--- src/rtl/dmem_rr_arbiter_pkg.sv ---
// Shared types and helpers for the two-requester distributed-memory arbiter.
package dmem_rr_arbiter_pkg;

    localparam int unsigned NUM_REQ = 2;

    typedef enum logic {
        ST_INIT = 1'b0,
        ST_ARB  = 1'b1
    } arb_state_e;

    // Number of words addressable with an aw-bit address.
    function automatic int unsigned depth_of(input int unsigned aw);
        return 32'd1 << aw;
    endfunction

endpackage

--- src/rtl/dmem_rr_arbiter_rr_arb2.sv ---
// Combinational two-way round-robin pick; last_gnt is the index granted most recently.
module rr_arb2
    import dmem_rr_arbiter_pkg::*;
(
    input  logic [NUM_REQ-1:0] req,
    input  logic               last_gnt,
    output logic [NUM_REQ-1:0] gnt_c
);

    always_comb begin
        gnt_c = '0;
        case (req)
            2'b01:   gnt_c = 2'b01;
            2'b10:   gnt_c = 2'b10;
            2'b11:   gnt_c = last_gnt ? 2'b01 : 2'b10;
            default: gnt_c = 2'b00;
        endcase
    end

endmodule

--- src/rtl/dmem_rr_arbiter.sv ---
// Clears a shared async-read memory after reset, then round-robin arbitrates
// single-cycle accesses from two requesters onto it.
module dmem_rr_arbiter
    import dmem_rr_arbiter_pkg::*;
#(
    parameter int unsigned ADDR_W         = 5,
    parameter int unsigned DATA_W         = 32,
    parameter bit          CLEAR_ON_RESET = 1'b1
) (
    input  logic                  clk,
    input  logic                  rst_n,
    input  logic [NUM_REQ-1:0]    req,
    input  logic [NUM_REQ-1:0]    we,
    input  logic [ADDR_W-1:0]     addr0,
    input  logic [ADDR_W-1:0]     addr1,
    input  logic [DATA_W-1:0]     wdata0,
    input  logic [DATA_W-1:0]     wdata1,
    output logic [NUM_REQ-1:0]    gnt,
    output logic [NUM_REQ-1:0]    rvalid,
    output logic [DATA_W-1:0]     rdata,
    output logic                  init_done,
    output logic [ADDR_W-1:0]     mem_a,
    output logic [DATA_W-1:0]     mem_d,
    output logic                  mem_we,
    input  logic [DATA_W-1:0]     mem_spo
);

    localparam int unsigned       DEPTH     = depth_of(ADDR_W);
    localparam logic [ADDR_W-1:0] CLR_LAST  = ADDR_W'(DEPTH - 1);
    localparam arb_state_e        RST_STATE = CLEAR_ON_RESET ? ST_INIT : ST_ARB;

    arb_state_e          state;
    logic [ADDR_W-1:0]   clr_cnt;
    logic                last_gnt;
    logic [NUM_REQ-1:0]  arb_gnt;
    logic                win;

    rr_arb2 u_rr_arb2 (
        .req      (req),
        .last_gnt (last_gnt),
        .gnt_c    (arb_gnt)
    );

    // Memory port mux: clear writes during INIT, winner's access during ARB.
    always_comb begin
        gnt    = '0;
        win    = 1'b0;
        mem_we = 1'b0;
        mem_a  = '0;
        mem_d  = '0;
        if (state == ST_INIT) begin
            mem_we = 1'b1;
            mem_a  = clr_cnt;
        end else begin
            gnt = arb_gnt;
            win = arb_gnt[1];
            if (|arb_gnt) begin
                mem_we = we[win];
                mem_a  = win ? addr1  : addr0;
                mem_d  = win ? wdata1 : wdata0;
            end
        end
    end

    always_ff @(posedge clk or negedge rst_n) begin
        if (!rst_n) begin
            state     <= RST_STATE;
            clr_cnt   <= '0;
            last_gnt  <= 1'b1;
            rvalid    <= '0;
            rdata     <= '0;
            init_done <= 1'(!CLEAR_ON_RESET);
        end else begin
            case (state)
                ST_INIT: begin
                    rvalid <= '0;
                    // Leave at the last word so clr_cnt never wraps.
                    if (clr_cnt == CLR_LAST) begin
                        state     <= ST_ARB;
                        init_done <= 1'b1;
                    end else begin
                        clr_cnt <= clr_cnt + ADDR_W'(1);
                    end
                end
                ST_ARB: begin
                    rvalid <= '0;
                    if (|gnt) begin
                        last_gnt <= win;
                        if (!we[win]) begin
                            rdata  <= mem_spo;
                            rvalid <= win ? 2'b10 : 2'b01;
                        end
                    end
                end
            endcase
        end
    end

endmodule
--- config.mk ---
export PLATFORM = sky130hd
export DESIGN_NAME = dmem_rr_arbiter
export DESIGN_NICKNAME = d
export VERILOG_FILES = /design/src/rtl/dmem_rr_arbiter_pkg.sv /design/src/rtl/dmem_rr_arbiter_rr_arb2.sv /design/src/rtl/dmem_rr_arbiter.sv
export SDC_FILE = /design/constraint.sdc
export NUM_CORES = 1
export LEC_CHECK = 0
export CORE_ASPECT_RATIO = 1.75
export CORE_MARGIN = 3
export CORE_UTILIZATION = 36
export CTS_BUF_LIST = sky130_fd_sc_hd__clkbuf_8 sky130_fd_sc_hd__clkbuf_16
export DETAILED_ROUTE_END_ITERATION = 16
export PLACE_DENSITY = 0.9
export SYNTH_ARGS = -nofsm -noshare
export SYNTH_HDL_FRONTEND = slang
export SYNTH_SLANG_ARGS = --single-unit
--- constraint.sdc ---
create_clock -name clk -period 2.7 [get_ports clk]
set_clock_uncertainty 0.1 [all_clocks]
set_input_delay 0.675 -clock clk [delete_from_list [all_inputs] [get_ports clk]]
set_output_delay 0.675 -clock clk [all_outputs]
set_load 0.03 [all_outputs]
==> results of run 1 <==
[synth_stat cells (2+ instances only)]
master and number:
ha_1 2, nor3_4 2, buf_2 4, a21oi_1 33, mux2i_1 5, dfrtp_1 41
nor2_1 3, mux2_4 30, buf_6 3, mux2_2 4, clkbuf_1 5, buf_1 2
xnor2_1 3, o2bb2ai_1 4, inv_1 3, nand2_1 66
[cells by family (layout without fill, tap and decap cells)]
family | Yosys count | count (layout) | synth area share, %
xor gates and xnor gates | 3 | 3 | 1.13
and+or+nand+nor | 75 | 75 | 13.8
buffers and inverters | 18 | 221 | 4.24
adders and majority gates | 2 | 2 | 1.07
AOI/OAI and AO/OA | 44 | 44 | 11.3
muxes | 39 | 39 | 23.4
DFF | 42 | 42 | 45.1
[flip-flops by register name, summed over array words and instances (netlist names)]
register / count
rdata: 32
last_gnt: 1
rvalid: 2
state: 1
init_done: 1
clr_cnt: 5
[area by class of cell]
class                      count  area (um2)  area share, %
timing repair buffer         210        2070           45.6
multi-input combinational    163        1220           26.8
sequential                    42        1050           23.2
tap                           80         100           2.20
clock buffer                   5        68.8           1.51
clock inverter                 3        18.8          0.413
inverter                       3        11.3          0.248
[timing repair]
| item | 4_1_cts | 5_1_grt |
|---|---|---|
| pin swaps | 2 | 3 |
| resized for setup | 13 | 10 |
| endpoints found under the setup margin | 40 | 21 |
| cloned | 1 | 0 |
| buffers inserted | 2 | 0 |
[cell usage in the layout (no fill, tap or decap), types with 4 or more instances in the layout]
cell type,n
mux2_4,30
dfrtp_1,41
buf_6,7
clkbuf_8,5
buf_12,8
mux2_2,4
nand2_1,65
buf_4,48
a21oi_2,7
clkdlybuf4s50_1,143
a21oi_1,26
mux2i_1,5
o2bb2ai_1,4
[power breakdown]
part           total, mW  internal (mW)  switching, mW
registers          0.780          0.724         0.0564
clock network      0.398          0.182          0.216
logic               1.19          0.611          0.580
total               2.37           1.52          0.852
[layer usage]
layer / GRT usage [%] / part of all wire, % / vias to the layer above
met5: 0 / 0 / -
met4: 10.4 / 4.4 / 0
met3: 6.41 / 10 / 25
met2: 41.4 / 53 / 139
met1: 21.8 / 32 / 1150
li1: - / - / 1158
[worst paths after layout]
check	cells past startpoint	slack, ns	end
max in group asynchronous	1	1.52	clr_cnt[2]
setup / recovery	8	0.08	mem_d[13]
min in group asynchronous	1	0.41	rdata[20]
setup reg to reg	7	0.57	rdata[10]
hold reg to reg	1	0.37	init_done
hold / removal	1	0.37	init_done
[stage by stage]
step                hold slack (ns)  utilization (%)  total power, mW  instances  setup TNS [ns]
floorplan                     0.279                -             1.38        223               0
global placement              0.340             70.0             1.93        495           -6.05
detailed placement            0.353             70.0             1.95        495           -8.22
CTS                           0.374             72.7             2.39        506               0
global route                  0.411             73.0             2.49        506               0
finish                        0.367             73.0             2.37        506               0
==> run metrics, run 1 <==
CP endpoint kind=primary output; Startpoint Class=primary input; HP Start=init_done; Total Wirelength=8600 um; core area=6230 um2; die area=7520 um2; Post-synth EDFFs=0; Gate Count Post-Synth=223; first-pass GRT wire length=12900 um; Post-Syn Area per Cell=10.5 um2; Final Cell Area=4540 um2; CP arrival=1.85 ns; I/O Buffers=186; critical-path cell list=clkbuf_2, buf_6, a21boi_4, buf_12, buf_12, nand2_1, a21oi_2, buf_6; slowest CP cell=a21boi_4; initial antenna violation count=0; Hold Path Class=flip-flop to flip-flop; Synth-to-Final Area Change=94.8%; RSZ-0062 raised after global routing=false; CP top delay family=buffers and inverters; Synth async-reset ratio=100%; ANT nets after route=0; Final Slew Violations=0; vias per cell=4.89; I/O pin total=187; register area share after synthesis=45.1%; largest net degree at the start of global routing=43; die width=66.8 um; hpwl dp=6740 um; Remaining Overflow, GRT=0; dpl ws=-0.209 ns; Final Cycle Share=97.1%; number of global-route vias before repair=2625; RD Place Congestion=0.800; Fill cells=440; Pleak=2.05 nW; fraction of layout cells with a size suffix above 1=29.1%; TritonRoute pass-1 iters=4; mapped cell area=2330 um2; post-synth top area cell=dfrtp_1; CP bufs+invs=5; Worst Setup SP=req[0]; Yosys cell types=29; fmax=382 MHz; Final Hold Vio Count=0; CTS tree=built; number of synthesized register bits=42; detailed-route DRC error count=0; routed vias=2472; wire per inst=17.0 um; critical path type=primary input to primary output; top cells by area, synth=dfrtp_1, mux2_4, nand2_1; PD cells=521 nW/um2; Iter 0 DRT Violations=118; H-tree depth=2; outcome=completed; die height=112 um; cts bufs inserted=5; Final nets=539; Clock Tree Buf Depth=2; Slew HR=39.5%; Worst Max-Slew Pin Slew=0.907 ns; Reg-to-Reg Start=last_gnt; Std-Cell Rows=38; later-pin clock latency in the skew report=0.29 ns; clk root buf=clkbuf_8; clk slew on worst S/H paths=0.07 ns; Post-Place Cell Area=4360 um2; syn nets=337; Total GRT Usage=22.4%; clk sinks=42; Starting Density=37.4%; Worst IR Drop VDD=0.000469 V; final worst setup slack=0.0789 ns; CP Max Fanout=12; yosys warns=0; CP max stage delay=0.25 ns; Ant. Diodes=0; Setup violations, final=0; max cap viols=0; hold buffer count at CTS=0; minimum clock period=2.62 ns; primary flip-flop cell chosen by synthesis mapping=dfrtp_1; top-area cell type share of the netlist area=44.0%; Worst Path Required=1.92 ns
No activity file was read; power rests on OpenSTA's default activity.
==> inputs of run 2 (changes only) <==
--- a/config.mk
+++ b/config.mk
@@ -5,12 +5,12 @@
 export SDC_FILE = /design/constraint.sdc
 export NUM_CORES = 1
 export LEC_CHECK = 0
-export CORE_ASPECT_RATIO = 1.75
+export ABC_AREA = 1
 export CORE_MARGIN = 3
-export CORE_UTILIZATION = 36
+export CORE_UTILIZATION = 35
 export CTS_BUF_LIST = sky130_fd_sc_hd__clkbuf_8 sky130_fd_sc_hd__clkbuf_16
 export DETAILED_ROUTE_END_ITERATION = 16
-export PLACE_DENSITY = 0.9
+export PLACE_DENSITY = 0.89
 export SYNTH_ARGS = -nofsm -noshare
 export SYNTH_HDL_FRONTEND = slang
 export SYNTH_SLANG_ARGS = --single-unit
==> constraint.sdc (replaced) <==
create_clock -name clk -period 2.7 [get_ports clk]
set_clock_uncertainty 0.1 [all_clocks]
set_input_delay 0.675 -clock clk [delete_from_list [all_inputs] [get_ports clk]]
set_output_delay 0.675 -clock clk [all_outputs]
set_load 0.005 [all_outputs]
==> run 2 against run 1 <==
Against the previous run: setup slack about the same; synthesized cell count up 46%; sequential power down 5.0%; register-to-register slack better by 0.29 ns; non-clock buffer count down 2; cell count up 18%; sequential share of layout area up 0.34 points; combinational power down 41%; die area up 0.20%; power down 18%; critical path depth unchanged; hold slack better by 0.016 ns; critical path type unchanged.
==> run metrics, run 2 <==
biggest regs=rdata (32), clr_cnt (5), rvalid (2); largest net degree at the start of global routing=43 (unchanged); vias per cell=4.78 (-2.2%); I/O pin total=187 (unchanged); minimum clock period=2.62 ns (+0.000450 ns); H-tree depth=2 (unchanged); mapped cell area=2280 um2 (-2.0%); Most Crowded Layer GR=met2; Slew HR=39.0% (-0.56 points); switching part of the total=27.3% (-8.7 points); routed vias=2844 (+15%); Final Cycle Share=97.1% (about the same); clk sinks=42 (unchanged); Remaining Overflow, GRT=0 (unchanged); Worst Max-Slew Pin Slew=0.915 ns (+0.00833 ns); max cap viols=0 (unchanged); Synth top cells by count=nand2_1, nor2_1, dfrtp_1; met3 Use GR=5.13% (-1.3 points); Clock Tree Buf Depth=2 (unchanged); wire per inst=15.1 um (-11%); Clock power frac=25.1% (+8.3 points); met2 Usage GRT=40.6% (-0.87 points); Hold Path Class=flip-flop to flip-flop; CTS tree=built; number of global-route vias before repair=2716 (+3.5%); Yosys cell types=20 (-31%); DP Cell Count=581 (+17%); die area=7530 um2 (+0.20%); Worst Path Required=1.92 ns (about the same); die width=86.8 um (+30%); Final nets=633 (+17%); outcome=completed; fmax=381 MHz (about the same); grt met1 use=30.3% (+8.5 points); Post-Syn Area per Cell=7.03 um2 (-33%); TritonRoute pass-1 iters=4 (unchanged); number of synthesized register bits=42 (unchanged); Std-Cell Rows=28 (-26%); Pleak=2.17 nW (+5.7%); critical path type=primary input to primary output; Layout Cells excl Fill=595 (+18%); Gate Count Post-Synth=325 (+46%); later-pin clock latency in the skew report=0.29 ns (about the same); I/O Buffers=186 (unchanged); cts bufs inserted=5 (unchanged); post-synth top area cell=dfrtp_1; Largest Register=rdata; Pwr Total=1.93 mW (-18%); initial antenna violation count=0 (unchanged); Worst IR Drop VDD=0.000289 V (-38%); Startpoint Class=primary input; Ant. Diodes=0 (unchanged); Power Internal=1.41 mW (-7.3%); fraction of layout cells with a size suffix above 1=7.50% (-22 points); top-area cell type share of the netlist area=44.9% (+0.92 points); Post-synth EDFFs=0 (unchanged); most common cell in the synthesized netlist=nand2_1; RD Place Congestion=0.923 (+15%); first-pass GRT wire length=13900 um (+7.4%); die height=86.8 um (-23%); commonest non-fill, non-tap cells in the layout=clkdlybuf4s50_1, nand2_1, nor2_1; sequential power share=38.3% (+5.4 points); Setup violations, final=0 (unchanged); Starting Density=37.3% (-0.18 points); Final Hold Vio Count=0 (unchanged); core area=6130 um2 (-1.6%); register area share after synthesis=46.1% (+0.94 points); PD cells=431 nW/um2 (-17%); Final Slew Violations=0 (unchanged); hpwl dp=6780 um (+0.72%); Synth async-reset ratio=100% (unchanged); CP endpoint kind=primary output; clk slew on worst S/H paths=0.08 ns (about the same); CP arrival=1.85 ns (about the same); primary flip-flop cell chosen by synthesis mapping=dfrtp_1; Core Util, Final=73.1% (+0.16 points); NetSw=0.527 mW (-38%); Total Wirelength=9000 um (+4.7%); Logic pwr share=36.6% (-14 points); detailed-route DRC error count=0 (unchanged); clk root buf=clkbuf_8; top cells by area, synth=dfrtp_1, nand2_1, nor2_1; max FFs per register=32 (unchanged); worst hold margin=0.383 ns (+0.0160 ns); Total GRT Usage=23.3% (+0.93 points); Synth-to-Final Area Change=96.2%; yosys warns=0 (unchanged); ANT nets after route=0 (unchanged); CP Max Fanout=5 (-7); Iter 0 DRT Violations=98 (-17%); commonest non-fill, non-tap cell in the layout=clkdlybuf4s50_1; syn nets=439 (+30%)
run 2: changes by cell type in the layout (fill, tap and decap cells not counted), sizes merged, moves of 3 or more:
cell / previous run / this run
a21oi: 33 / 0
inv: 4 / 13
xnor2: 3 / 0
nand3: 0 / 35
xor2: 0 / 3
mux2: 34 / 0
dlygate4sd2: 0 / 40
mux2i: 5 / 0
nor2: 4 / 77
buf: 65 / 23
o2bb2ai: 4 / 0
o21ai: 1 / 38
nand2: 66 / 92
run 2: cell families (layout without fill, tap and decap cells):
family,count (synthesis),count (layout),share of synthesized area (%)
xor+xnor,3,3,1.15
fa+ha+maj,2,2,1.10
simple gates,206,206,36.4
buf+inv,32,227,6.30
compound gates,40,40,8.98
flops,42,42,46.1
run 2: worst paths after layout:
path	start	to	slack [ns]	cells after the start
max in group asynchronous	rst_n	state	1.46	1
min in group asynchronous	rst_n	rdata[14]	0.42	1
worst max register to register	clr_cnt[0]	clr_cnt[3]	0.86	8
worst max-delay path	req[0]	mem_a[2]	0.08	8
worst min-delay path	rdata[22]	rdata[22]	0.38	2
worst min register to register	rdata[22]	rdata[22]	0.38	2
run 2: critical path, stage by stage:
cell             delay (ns)
clkdlybuf4s15_2        0.20
nor2_2                 0.06
nor2_4                 0.17
buf_4                  0.15
buf_6                  0.10
o21ai_0                0.08
o21bai_1               0.16
dlygate4sd2_1          0.27
run 2: metal layers:
metal	wire, um	up-vias	share of wire (%)
li1	-	1418	-
met3	650	4	7.2
met2	4630	113	51
met5	0	-	0
met4	48	0	0.53
met1	3670	1309	41
run 2: power by group through the flow:
| stage | Combinational, mW | Clock, mW | Sequential, mW |
|---|---|---|---|
| floorplan | 0.203 | 0 | 0.760 |
| global placement | 0.714 | 0 | 0.751 |
| detailed placement | 0.726 | 0 | 0.754 |
| CTS | 0.712 | 0.493 | 0.742 |
| global route | 0.772 | 0.520 | 0.752 |
| finish | 0.708 | 0.485 | 0.741 |
run 2: final cells by class:
type	instances	area, um2
clock inverter	3	37.5
timing repair buffer	208	2090
fill	507	1650
tap	75	93.8
inverter	11	43.8
clock buffer	5	68.8
sequential	42	1050
multi-input combinational	251	1100
run 2: timing repair:
item                       in CTS  in global routing
setup endpoints to repair      40                  1
pin swaps                       2                  1
cloned                          2                  0
gates resized for setup        57                  1
buffers inserted                2                  2
hold endpoints to repair        0                  0
hold buffers                    0                  0
run 2: metrics by stage:
step | setup WS (ns) | TNS [ns] | cell area (um2)
after floorplan | 0.540 | 0 | 2280
after CTS | 0.0628 | 0 | 4470
final | 0.0784 | 0 | 4480
after global placement | -0.435 | -14.39 | 4300
after global routing | -0.0183 | -0.0183 | 4480
after detailed placement | -0.479 | -16.43 | 4300
==> inputs of run 3 (changes only) <==
--- a/config.mk
+++ b/config.mk
@@ -11,6 +11,7 @@
 export CTS_BUF_LIST = sky130_fd_sc_hd__clkbuf_8 sky130_fd_sc_hd__clkbuf_16
 export DETAILED_ROUTE_END_ITERATION = 16
 export PLACE_DENSITY = 0.89
+export SETUP_SLACK_MARGIN = 0.2
 export SYNTH_ARGS = -nofsm -noshare
 export SYNTH_HDL_FRONTEND = slang
 export SYNTH_SLANG_ARGS = --single-unit
==> run 3 against run 2 <==
Against the previous run: global-route usage is 2.8 points higher; die area stayed put; core utilization is 4.2 points higher; cell count is 2.7% higher; setup slack better by 0.11 ns; first-iteration DRC count is 45% higher; sequential share of layout area is 1.3 points lower; clock-buffer cell count stayed put; non-clock buffer count is 16 higher.
==> run metrics, run 3 (synthesized netlist as in run 2, its figures left out) <==
clk sinks=42 (unchanged); DP Cell Count=581 (unchanged); R2R Setup Slk=0.83 ns (-0.03 ns); TritonRoute pass-1 iters=4 (unchanged); Worst Max-Slew Pin Slew=0.917 ns (+0.00118 ns); ANT nets after route=0 (unchanged); CP endpoint kind=primary output; die area=7530 um2 (unchanged); I/O pin total=187 (unchanged); slowest CP cell=dfstp_2; Multi-input gate area=1240 um2 (+13%); die width=86.8 um (unchanged); outcome=completed; largest net degree at the start of global routing=43 (unchanged); clk slew on worst S/H paths=0.08 ns (about the same); Reg-to-Reg Start=clr_cnt[0]; Remaining Overflow, GRT=0 (unchanged); fmax=398 MHz (+4.4%); cells on worst reg2reg path=8 (unchanged); Total Wirelength=10600 um (+18%); max FFs per register=32 (unchanged); routed vias=3052 (+7.3%); Iter 0 DRT Violations=142 (+45%); Startpoint Class=flip-flop; HP Start=rdata[22]; number of global-route vias before repair=2991 (+10%); Largest Register=rdata; PD cells=427 nW/um2 (-0.96%); Total GRT Usage=26.1% (+2.8 points); fraction of layout cells with a size suffix above 1=22.6% (+15 points); commonest non-fill, non-tap cells in the layout=clkdlybuf4s50_1, nand2_1, nor2_1; R2R Path End=clr_cnt[3]; critical path type=flip-flop to primary output; vias per cell=5.00 (+4.5%); Ant. Diodes=0 (unchanged); Final nets=649 (+2.5%); critical-path cell list=nand2_4, nand2_4, buf_6, buf_8, nand2_1, nand2_1, o21ai_1, dlygate4sd2_1; Starting Density=37.3% (unchanged); hold buffer count at CTS=0 (unchanged); I/O Buffers=186 (unchanged); max cap viols=0 (unchanged); Setup violations, final=0 (unchanged); Pleak=2.29 nW (+5.6%); Final Cycle Share=93.0% (-4.1 points); cts bufs inserted=5 (unchanged); Slew HR=38.9% (-0.078 points); CP Max Fanout=7 (+2); clk root buf=clkbuf_8; Fill cells=443 (-13%); Layout Cells excl Fill=611 (+2.7%); CTS tree=built; minimum clock period=2.51 ns (-0.110 ns); detailed-route DRC error count=0 (unchanged); CP arrival=1.74 ns (-0.11 ns); die height=86.8 um (unchanged); initial antenna violation count=0 (unchanged); commonest non-fill, non-tap cell in the layout=clkdlybuf4s50_1; first-pass GRT wire length=15400 um (+11%); Worst IR Drop VDD=0.000300 V (+3.9%); hpwl dp=6780 um (unchanged); RSZ-0062 raised after global routing=true; H-tree depth=2 (unchanged); wire per inst=17.3 um (+15%); Final Slew Violations=0 (unchanged); Hold Crit Depth=2 (unchanged); RD Place Congestion=0.923 (unchanged); Clock Tree Buf Depth=2 (unchanged); Worst Path Required=1.92 ns (about the same); Synth-to-Final Area Change=108%; core area=6130 um2 (unchanged); CP max stage delay=0.57 ns (+0.30 ns); worst hold margin=0.382 ns (-0.000654 ns); Hold Path Class=flip-flop to flip-flop; later-pin clock latency in the skew report=0.29 ns (about the same); register area=1050 um2 (unchanged); biggest regs=rdata (32), clr_cnt (5), rvalid (2); Final Hold Vio Count=0 (unchanged); Std-Cell Rows=28 (unchanged); Hold Path Sink=rdata[22]
## run 3: layer usage
layer,wire (um),track usage (%),share of wire (%),up-vias
li1,-,-,-,1449
met1,4210,33.2,40,1447
met2,5580,46.4,53,138
met3,664,4.56,6.3,18
met4,148,4.82,1.4,0
met5,0,0,0,-
## run 3: stage by stage
stage | util (%) | power (mW) | area, um2 | setup WS (ns) | TNS (ns)
CTS | 75.9 | 2.00 | 4650 | 0.133 | 0
detailed placement | 70.2 | 1.48 | 4300 | -0.479 | -16.43
global route | 77.3 | 2.13 | 4740 | 0.124 | 0
finish | 77.3 | 2.03 | 4740 | 0.189 | 0
global placement | 70.2 | 1.46 | 4300 | -0.435 | -14.39
floorplan | - | 0.963 | 2280 | 0.540 | 0
## run 3: cell type report
class / instances / share of cell area, %
Clock inverter: 3 / 0.792
Clock buffer: 5 / 1.45
Tap cell: 75 / 1.98
Timing Repair Buffer: 224 / 46.5
Inverter: 11 / 0.924
Multi-Input combinational cell: 251 / 26.1
Sequential cell: 42 / 22.2
## run 3: power breakdown
group	total, mW	switching, mW	internal (mW)
Sequential	0.742	0.0384	0.704
Combinational	0.798	0.324	0.474
Clock	0.485	0.215	0.270
Total	2.03	0.578	1.45
## run 3: what timing repair did
| item | in CTS | in global routing |
|---|---|---|
| cloned | 4 | 3 |
| setup endpoints to repair | 40 | 39 |
| setup buffers | 12 | 4 |
| gates resized for setup | 174 | 51 |
| pin swaps | 5 | 9 |
## run 3: worst max-delay path: cells and delay by family, from the launching register on
family | cells | cell delay [ns]
flip-flops | 1 | 0.57
buffers and inverters | 3 | 0.50
AND/OR/NAND/NOR | 4 | 0.30
AO/OA/AOI/OAI | 1 | 0.07
## run 3: how the worst max path moves through the flow
stage | depth (start not counted) | to | from
3_3_place_gp | 7 | mem_d[13] | req[1]
4_1_cts | 8 | mem_d[10] | last_gnt
5_1_grt | 8 | mem_a[0] | last_gnt
2_1_floorplan | 5 | mem_a[2] | req[0]
6_report | 8 | mem_a[0] | last_gnt
3_5_place_dp | 7 | mem_d[13] | req[1]
